### src/rtl/branch_predict_resolve.sv
// EX-stage branch resolution with a bimodal 2-bit-counter BHT that fetch reads
// and EX trains, plus saturating branch and mispredict counters.
module branch_predict_resolve #(
    parameter int XLEN        = 64,
    parameter int BHT_ENTRIES = 16,
    parameter int IDX_LSB     = 2,
    parameter int CNT_W       = 32
) (
    input  logic             clk,
    input  logic             reset,
    input  logic [XLEN-1:0]  pred_pc,
    output logic             pred_taken,
    input  logic             ex_valid,
    input  logic [XLEN-1:0]  ex_pc,
    input  logic [2:0]       ex_funct3,
    input  logic [XLEN-1:0]  ex_rs1,
    input  logic [XLEN-1:0]  ex_rs2,
    input  logic             ex_pred_taken,
    input  logic [XLEN-1:0]  ex_target,
    output logic             init_busy,
    output logic             resolve_valid,
    output logic             resolve_taken,
    output logic             mispredict,
    output logic [XLEN-1:0]  redirect_pc,
    output logic             illegal_br,
    output logic [CNT_W-1:0] br_count,
    output logic [CNT_W-1:0] mispred_count
);

    localparam int IDX_W = (BHT_ENTRIES > 1) ? $clog2(BHT_ENTRIES) : 1;

    typedef enum logic [0:0] {
        ST_INIT = 1'b0,
        ST_RUN  = 1'b1
    } state_t;

    state_t                 state_r;
    logic [IDX_W-1:0]       init_ptr_r;
    logic [1:0]             bht_r [BHT_ENTRIES];
    logic                   init_busy_r;
    logic                   resolve_valid_r;
    logic                   resolve_taken_r;
    logic                   mispredict_r;
    logic [XLEN-1:0]        redirect_pc_r;
    logic                   illegal_br_r;
    logic [CNT_W-1:0]       br_count_r;
    logic [CNT_W-1:0]       mispred_count_r;

    logic [IDX_W-1:0]       pred_idx_s;
    logic [IDX_W-1:0]       ex_idx_s;
    logic                   legal_s;
    logic                   taken_s;
    logic                   sample_s;
    logic                   pred_taken_s;
    logic [1:0]             bht_next_s;
    logic                   unused_bits_s;

    function automatic logic br_cond(input logic [2:0] f3,
                                     input logic [XLEN-1:0] a,
                                     input logic [XLEN-1:0] b);
        case (f3)
            3'b000:  return (a == b);
            3'b001:  return (a != b);
            3'b100:  return ($signed(a) <  $signed(b));
            3'b101:  return ($signed(a) >= $signed(b));
            3'b110:  return (a <  b);
            3'b111:  return (a >= b);
            default: return 1'b0;
        endcase
    endfunction

    function automatic logic [1:0] sat2_update(input logic [1:0] c, input logic up);
        if (up) begin
            return (c == 2'b11) ? 2'b11 : c + 2'b01;
        end else begin
            return (c == 2'b00) ? 2'b00 : c - 2'b01;
        end
    endfunction

    function automatic logic [CNT_W-1:0] sat_cnt_inc(input logic [CNT_W-1:0] c);
        return (c == {CNT_W{1'b1}}) ? c : c + CNT_W'(1);
    endfunction

    assign pred_idx_s    = pred_pc[IDX_LSB +: IDX_W];
    assign ex_idx_s      = ex_pc[IDX_LSB +: IDX_W];
    assign unused_bits_s = ^{pred_pc, ex_pc};

    // Decode legality, outcome and the trained counter value for the EX branch
    always_comb begin
        legal_s    = 1'b0;
        taken_s    = 1'b0;
        sample_s   = 1'b0;
        bht_next_s = bht_r[ex_idx_s];
        legal_s    = (ex_funct3 != 3'b010) && (ex_funct3 != 3'b011);
        taken_s    = legal_s && br_cond(ex_funct3, ex_rs1, ex_rs2);
        sample_s   = ex_valid && (state_r == ST_RUN);
        bht_next_s = sat2_update(bht_r[ex_idx_s], taken_s);
    end

    // Fetch-side lookup; reads the array before this cycle's training lands
    always_comb begin
        pred_taken_s = 1'b0;
        if (state_r == ST_RUN) begin
            pred_taken_s = bht_r[pred_idx_s][1];
        end else begin
            pred_taken_s = 1'b0;
        end
    end

    // Init sweep, resolution registers, BHT training and performance counters
    always_ff @(posedge clk) begin
        if (reset) begin
            state_r         <= ST_INIT;
            init_ptr_r      <= {IDX_W{1'b0}};
            init_busy_r     <= 1'b1;
            resolve_valid_r <= 1'b0;
            resolve_taken_r <= 1'b0;
            mispredict_r    <= 1'b0;
            redirect_pc_r   <= {XLEN{1'b0}};
            illegal_br_r    <= 1'b0;
            br_count_r      <= {CNT_W{1'b0}};
            mispred_count_r <= {CNT_W{1'b0}};
        end else begin
            case (state_r)
                ST_INIT: begin
                    bht_r[init_ptr_r] <= 2'b01;
                    init_ptr_r        <= init_ptr_r + IDX_W'(1);
                    resolve_valid_r   <= 1'b0;
                    if (init_ptr_r == IDX_W'(BHT_ENTRIES - 1)) begin
                        state_r     <= ST_RUN;
                        init_busy_r <= 1'b0;
                    end else begin
                        state_r     <= ST_INIT;
                        init_busy_r <= 1'b1;
                    end
                end
                ST_RUN: begin
                    resolve_valid_r <= sample_s;
                    if (sample_s) begin
                        resolve_taken_r <= taken_s;
                        mispredict_r    <= taken_s ^ ex_pred_taken;
                        redirect_pc_r   <= taken_s ? ex_target : ex_pc + XLEN'(4);
                        illegal_br_r    <= ~legal_s;
                        if (legal_s) begin
                            bht_r[ex_idx_s] <= bht_next_s;
                            br_count_r      <= sat_cnt_inc(br_count_r);
                        end else begin
                            br_count_r      <= br_count_r;
                        end
                        if (taken_s ^ ex_pred_taken) begin
                            mispred_count_r <= sat_cnt_inc(mispred_count_r);
                        end else begin
                            mispred_count_r <= mispred_count_r;
                        end
                    end else begin
                        resolve_taken_r <= resolve_taken_r;
                    end
                end
                default: begin
                    state_r         <= ST_INIT;
                    init_ptr_r      <= {IDX_W{1'b0}};
                    init_busy_r     <= 1'b1;
                    resolve_valid_r <= 1'b0;
                end
            endcase
        end
    end

    assign pred_taken    = pred_taken_s;
    assign init_busy     = init_busy_r;
    assign resolve_valid = resolve_valid_r;
    assign resolve_taken = resolve_taken_r;
    assign mispredict    = mispredict_r;
    assign redirect_pc   = redirect_pc_r;
    assign illegal_br    = illegal_br_r;
    assign br_count      = br_count_r;
    assign mispred_count = mispred_count_r;

endmodule

### config.mk
export PLATFORM = sky130hd
export DESIGN_NAME = branch_predict_resolve
export DESIGN_NICKNAME = d
export VERILOG_FILES = /design/src/rtl/branch_predict_resolve.sv
export SDC_FILE = /design/constraint.sdc
export NUM_CORES = 1
export LEC_CHECK = 0
export CAP_MARGIN = 20
export CORE_MARGIN = 2
export CORE_UTILIZATION = 30
export DETAILED_ROUTE_END_ITERATION = 8
export PLACE_DENSITY = 0.71
export SLEW_MARGIN = 15
export SYNTH_ARGS = -nofsm -noshare
export SYNTH_HDL_FRONTEND = slang
export SYNTH_SLANG_ARGS = --single-unit
### constraint.sdc
create_clock -name clk -period 6.54 [get_ports clk]
set_input_delay 1.635 -clock clk [delete_from_list [all_inputs] [get_ports clk]]
set_output_delay 1.635 -clock clk [all_outputs]
set_load 0.005 [all_outputs]
==> summary.md, run 1 <==
| Metric | Value |
|---|---|
| Status | `finished, final reports clean` |
| Final WL | `38.2 mm` |
| Setup violators final | `0` |
| Clock share of power | `0.389` |
| Clock root buffer | `clkbuf_16` |
| Startpoint types | `primary input` |
| Hold/Removal Path Class | `reg2reg` |
| CTS tree | `built` |
| Grt ovf | `0` |
| Starting Density | `0.304` |
| Setup bufs post-CTS | `0` |
| Ys async rst share | `0` |
| First-iteration detailed-routing DRC count | `588` |
| Number of detailed-route iterations in the first pass | `5` |
| Max Root-Sink Buffers | `2` |
| RSZ-0062 raised after global routing | `false` |
| CP startpoint | `pred_pc[2]` |
| Max_cap viols | `0` |
| Prevailing post-synth register cell | `dfxtp_1` |
| Post-Place Cell Area | `15700 um^2` |
| Max FO, Critical Path | `4` |
| Int Power | `1.89 mW` |
| First-pass GRT wire length | `58.1 mm` |
| Count of different cell masters after synthesis | `72` |
| Worst path arrival time | `4.01 ns` |
| Area Overhead vs Synth | `45.6%` |
| Die Wd | `197 um` |
| Relative slew slack | `0.399` |
| Cts hold-fix bufs | `0` |
| Leakage | `6.20 nW` |
| Yosys warns | `0` |
| Critical Path Sink | `pred_taken` |
| ANT nets after route | `0` |
| Sw power | `0.680 mW` |
| Clk pin slew, worst setup/hold paths | `0.07 ns` |
| Period Utilization, post-route | `0.863` |
| Post-CTS sizing | `0` |
| Port buffer count | `400` |
| Slew @ Worst Pin | `0.892 ns` |
| Clk Latency, worst-skew pair | `0.44 ns` |
| Mapped Nets | `1681` |
| FF-to-FF setup slack | `2.95 ns` |
| DR WL/cell | `17.8 um` |
| Height of the die | `197 um` |
| IO Count | `461` |
| Die Area | `38700 um^2` |
| CTS sink cnt | `170` |
| Avg Inst Size Synth | `8.67 um^2` |
| Logic pwr share | `0.196` |
| Worst Reg-to-Reg Cells | `9` |
| Final Non-Filler Cells | `2151` |
| Post-Synthesis Cells | `1286` |
| Vias in the first global route | `10.8k` |
| Power Total | `2.57 mW` |
| F_max | `177 MHz` |
| Clk_skew | `0.00676 ns` |
| Max Slew Vio Count | `0` |
| H-tree depth | `4` |
| Vias per cell | `5.00` |
| Initial antenna violation count | `1` |
| Largest net degree at the start of global routing | `83` |
| Number of enable flip-flop cells after synthesis | `32` |
| Sequential power share | `0.416` |
| Placer's final routability congestion estimate | `0.885` |
| Seq/Total Area, Yosys | `0.334` |
| Proportion of layout cells with a drive suffix above 1 | `0.0606` |
| Worst path required time | `4.91 ns` |
| Sw frac | `0.265` |
| CP Capture Type | `output port` |
| Global-route usage over all layers | `0.192` |
| Power Dens Cells | `158 nW/um^2` |
| Post-route cell area | `16200 um^2` |
| Reg2Reg Launch Point | `mispred_count[11]` |
| TNS Setup | `0 ns` |
| Post-placement cell count | `2118` |
| Remaining DRCs | `0` |
| Worst flop-to-flop path endpoint | `mispred_count[23]` |
| Cell area after synthesis | `11100 um^2` |
| Row Count | `70` |
| DR vias | `10.8k` |
| Fin util | `0.443` |
| Synthesis-stage register bit count | `170` |
| Final Hold Vio Count | `0` |
| Nets | `2064` |
| Max VDD drop | `178 uV` |
| CTS Buf Count | `17` |
| Kind of critical path | `in2out` |
| Core area | `36600 um^2` |
| Final HPWL DP | `29.7 mm` |
| Fin crit period | `5.64 ns` |
[layout by cell type, fill, tap and decap left out, types with 7 or more instances in the layout]
cell and n:
a21oi_1 62, and2_1 8, xor2_1 44, nor2_1 136, o21ai_0 33, a21o_1 8
nand3_1 57, buf_4 17, xnor2_1 45, mux2_1 12, clkbuf_16 17, ha_1 68
and3_1 18, dfxtp_1 138, edfxtp_1 32, nand2_1 93, inv_1 83, mux2_2 17
o21ai_1 44, nand4_1 41, nand3b_1 48, clkdlybuf4s50_1 399, mux2i_1 65, mux4_2 15
or3_1 7, nor3_1 30, nor2b_1 36, and4_1 8
[power by group through the flow]
stage               sequential, mW  combinational [mW]  clock, mW
finish                        1.07               0.503      0.999
global route                  1.07               0.547       1.07
CTS                           1.07               0.505       1.02
detailed placement            1.09               0.503          0
global placement              1.09               0.494          0
floorplan                     1.09               0.250          0
[how the worst min path moves through the flow]
stage | slack (ns) | from | depth (start not counted) | to
5_1_grt | 0.47 | redirect_pc[50] | 2 | redirect_pc[50]
3_5_place_dp | 0.44 | init_busy | 2 | init_busy
2_1_floorplan | 0.44 | redirect_pc[30] | 2 | redirect_pc[30]
6_report | 0.45 | redirect_pc[39] | 2 | redirect_pc[39]
4_1_cts | 0.45 | redirect_pc[39] | 2 | redirect_pc[39]
3_3_place_gp | 0.44 | redirect_pc[5] | 2 | redirect_pc[5]
[critical path, cell delays in order]
cell and delay, ns:
clkdlybuf4s50_1 0.66, mux4_2 0.58, mux4_2 0.49, and2_1 0.17, clkdlybuf4s50_1 0.47
[metrics by stage]
step                      hold slack (ns)  setup WS, ns
after floorplan                     0.445          1.09
after global placement              0.435         0.612
after detailed placement            0.439         0.562
after CTS                           0.453         0.895
after global routing                0.473         0.808
final                               0.452         0.896
[flip-flops by register name, summed over array words and instances (netlist names)]
register	flops
redirect_pc	64
resolve_valid	1
illegal_br	1
br_count	32
init_busy	1
mispredict	1
resolve_taken	1
state_r	1
init_ptr_r	4
bht_r	32
mispred_count	32
[per-layer routing]
metal | wire length [um] | global-route usage | up-vias | share of wire
li1 | - | - | 5318 | -
met1 | 15900 | 0.224 | 5037 | 0.42
met2 | 18700 | 0.340 | 345 | 0.49
met3 | 2530 | 0.0457 | 56 | 0.066
met4 | 1020 | 0.0721 | 0 | 0.027
met5 | 0 | 0 | - | 0
[Yosys cell counts (36+ instances only)]
cell,number,area share
a21oi_1,62,0.028
dfxtp_1,138,0.25
xor2_1,44,0.035
nand4_1,41,0.023
nor2_1,136,0.046
xnor2_1,45,0.035
nand2_1,94,0.032
ha_1,68,0.076
nand3_1,57,0.026
nand3b_1,48,0.032
o21ai_1,44,0.020
mux2i_1,65,0.058
clkbuf_1,41,0.014
nor2b_1,36,0.020
inv_1,83,0.028
[kinds of logic after synthesis]
group,after synthesis,share of synthesized area
compound gates,195,0.109
xor+xnor,89,0.0699
fa+ha+maj,68,0.0763
buf+inv,138,0.0513
flops,170,0.334
mux,110,0.119
simple gates,516,0.240
[area by class of cell]
type / instances / area [um^2]
inverter: 83 / 312
timing repair buffer: 419 / 4180
sequential: 170 / 3720
clock inverter: 13 / 118
fill: 3516 / 20400
antenna: 1 / 2.50
tap: 468 / 586
clock buffer: 19 / 453
multi-input combinational: 978 / 6860
Note: power is estimated with default switching activity, not from simulation.
==> inputs of run 2 (changes only) <==
CORE_ASPECT_RATIO = 0.6   (was default)
CTS_CLUSTER_SIZE = 24   (was default)
SLEW_MARGIN = 10   (was 15)
==> run 2 against run 1 <==
Net effect: sequential share of layout area about the same; sequential power is essentially flat; cell area about the same; utilization increased by 0.20 points; setup slack improved by 0.028 ns; sequential cell count unchanged; total power increased by 3.2%; critical path depth is the same; critical endpoint unchanged.
==> summary.md, run 2 (synthesis gave the netlist of run 1 again) <==
| Metric | Value |
|---|---|
| Status | `finished, final reports clean` |
| First-pass GRT wire length | `60.0 mm (+3.2%)` |
| Post-route cell area | `16200 um^2 (about the same)` |
| TNS Setup | `0 ns (unchanged)` |
| Vias in the first global route | `10.7k (-0.48%)` |
| Critical Path Sink | `pred_taken` |
| Starting Density | `0.305 (+0.00104)` |
| RSZ-0062 raised after global routing | `false` |
| Final HPWL DP | `30.5 mm (+2.5%)` |
| Remaining DRCs | `0 (unchanged)` |
| CTS sink cnt | `170 (unchanged)` |
| Cts hold-fix bufs | `0 (unchanged)` |
| DR vias | `10.8k (+0.53%)` |
| Vias per cell | `5.02 (+0.30%)` |
| F_max | `178 MHz (+0.51%)` |
| Period Utilization, post-route | `0.859 (-0.00435)` |
| Register area | `3720 um^2 (unchanged)` |
| Commonest non-fill, non-tap cells in the layout | `399 x clkdlybuf4s50_1, 138 x dfxtp_1, 135 x nor2_1` |
| Fin util | `0.445 (+0.00197)` |
| Antenna fix cells | `0 (-1)` |
| Final WL | `39.1 mm (+2.3%)` |
| Global-route usage over all layers | `0.200 (+0.00753)` |
| FF-to-FF setup slack | `2.95 ns (about the same)` |
| IO Count | `461 (unchanged)` |
| Largest net degree at the start of global routing | `100 (+20%)` |
| CP Capture Type | `output port` |
| Startpoint types | `primary input` |
| Port buffer count | `400 (unchanged)` |
| Number of detailed-route iterations in the first pass | `5 (unchanged)` |
| Clk_skew | `0.00709 ns (+0.000326 ns)` |
| Height of the die | `153 um (-22%)` |
| Max VDD drop | `176 uV (-1.3%)` |
| Reg2Reg Launch Point | `mispred_count[12]` |
| First-iteration detailed-routing DRC count | `540 (-8.2%)` |
| Worst Reg-to-Reg Cells | `9 (unchanged)` |
| CP startpoint | `pred_pc[2]` |
| Placer's final routability congestion estimate | `0.910 (+2.8%)` |
| H-tree depth | `4 (unchanged)` |
| DR WL/cell | `18.1 um (+2.1%)` |
| Post-CTS sizing | `0 (unchanged)` |
| Slew @ Worst Pin | `1.04 ns (+0.153 ns)` |
| Initial antenna violation count | `0 (-1)` |
| Clk Latency, worst-skew pair | `0.44 ns (about the same)` |
| CTS tree | `built` |
| Post-Place Worst Slack | `0.674 ns (+0.112 ns)` |
| Post-Place Cell Area | `15600 um^2 (-0.18%)` |
| Nets | `2062 (-0.097%)` |
| Final WS setup | `0.925 ns (+0.0285 ns)` |
| Commonest non-fill, non-tap cell in the layout | `clkdlybuf4s50_1` |
| Final Non-Filler Cells | `2156 (+0.23%)` |
| Max Root-Sink Buffers | `2 (unchanged)` |
| Clock root buffer | `clkbuf_16` |
| Die Wd | `253 um (+29%)` |
| Setup bufs post-CTS | `0 (unchanged)` |
| Relative slew slack | `0.304 (-0.0953)` |
| Kind of critical path | `in2out` |
| Post-placement cell count | `2124 (+0.28%)` |
| Max FO, Critical Path | `4 (unchanged)` |
| WHS | `0.452 ns (+0.000305 ns)` |
| Max_cap viols | `0 (unchanged)` |
| Hold/Removal Path Class | `reg2reg` |
| Max reg flops | `64 (unchanged)` |
| Final Hold Vio Count | `0 (unchanged)` |
| Fin crit period | `5.62 ns (-0.0285 ns)` |
| Worst path arrival time | `3.98 ns (-0.03 ns)` |
| ANT nets after route | `0 (unchanged)` |
| Die Area | `38800 um^2 (+0.13%)` |
| Leakage | `6.20 nW (about the same)` |
| Multi-input logic area | `6860 um^2 (about the same)` |
| Setup violators final | `0 (unchanged)` |
| Power Dens Cells | `163 nW/um^2 (+3.1%)` |
| Power Total | `2.65 mW (+3.2%)` |
| Proportion of layout cells with a drive suffix above 1 | `0.0589 (-0.00171)` |
| Row Count | `54 (-23%)` |
| Area Overhead vs Synth | `45.8% (about the same)` |
| CTS Buf Count | `17 (unchanged)` |
| Core area | `36500 um^2 (-0.34%)` |
| Grt ovf | `0 (unchanged)` |
| Worst flop-to-flop path endpoint | `mispred_count[23]` |
| Worst path required time | `4.91 ns (about the same)` |
| Clk pin slew, worst setup/hold paths | `0.07 ns (about the same)` |
| Max Slew Vio Count | `0 (unchanged)` |
| Filler cell count | `3492 (-0.68%)` |
==> run 2: cell count changes in the layout (fill, tap and decap cells not counted), sizes merged <==
cell	previous run	this run
buf	20	18
bufinv	1	3
clkbuf	19	18
clkinv	6	5
clkinvlp	2	1
diode	1	0
inv	87	88
==> run 2: worst min-delay path by stage <==
stage	to	cells after the start	slack, ns	start
global placement	redirect_pc[15]	2	0.44	redirect_pc[15]
finish	redirect_pc[36]	2	0.45	redirect_pc[36]
global route	resolve_taken	2	0.47	resolve_taken
floorplan	redirect_pc[30]	2	0.44	redirect_pc[30]
detailed placement	redirect_pc[36]	2	0.44	redirect_pc[36]
CTS	redirect_pc[36]	2	0.45	redirect_pc[36]
==> run 2: per-layer routing <==
layer | vias to the layer above | global-route usage | part of all wire | wire length, um
met3 | 50 | 0.0450 | 0.059 | 2290
li1 | 5314 | - | - | -
met2 | 332 | 0.321 | 0.45 | 17800
met1 | 5117 | 0.267 | 0.46 | 18200
met4 | 0 | 0.0578 | 0.022 | 879
met5 | - | 0 | 0 | 0
==> run 2: report_power, final <==
part | internal, mW | switching [mW]
clock network | 0.613 | 0.479
registers | 1.07 | 0.00265
logic | 0.270 | 0.222
==> run 2: area by class of cell <==
| class | count | share of cell area |
|---|---|---|
| inverters | 83 | 0.0192 |
| clock inverters | 14 | 0.0116 |
| flip-flops and latches | 170 | 0.229 |
| multi-input cells | 978 | 0.422 |
| repair buffers | 417 | 0.255 |
| well taps | 476 | 0.0367 |
| clock buffers | 18 | 0.0264 |
==> run 2: worst max-delay path: stages <==
cell,delay (ns)
clkdlybuf4s50_1,0.67
mux4_2,0.58
mux4_2,0.45
and2_1,0.17
clkdlybuf4s50_1,0.47
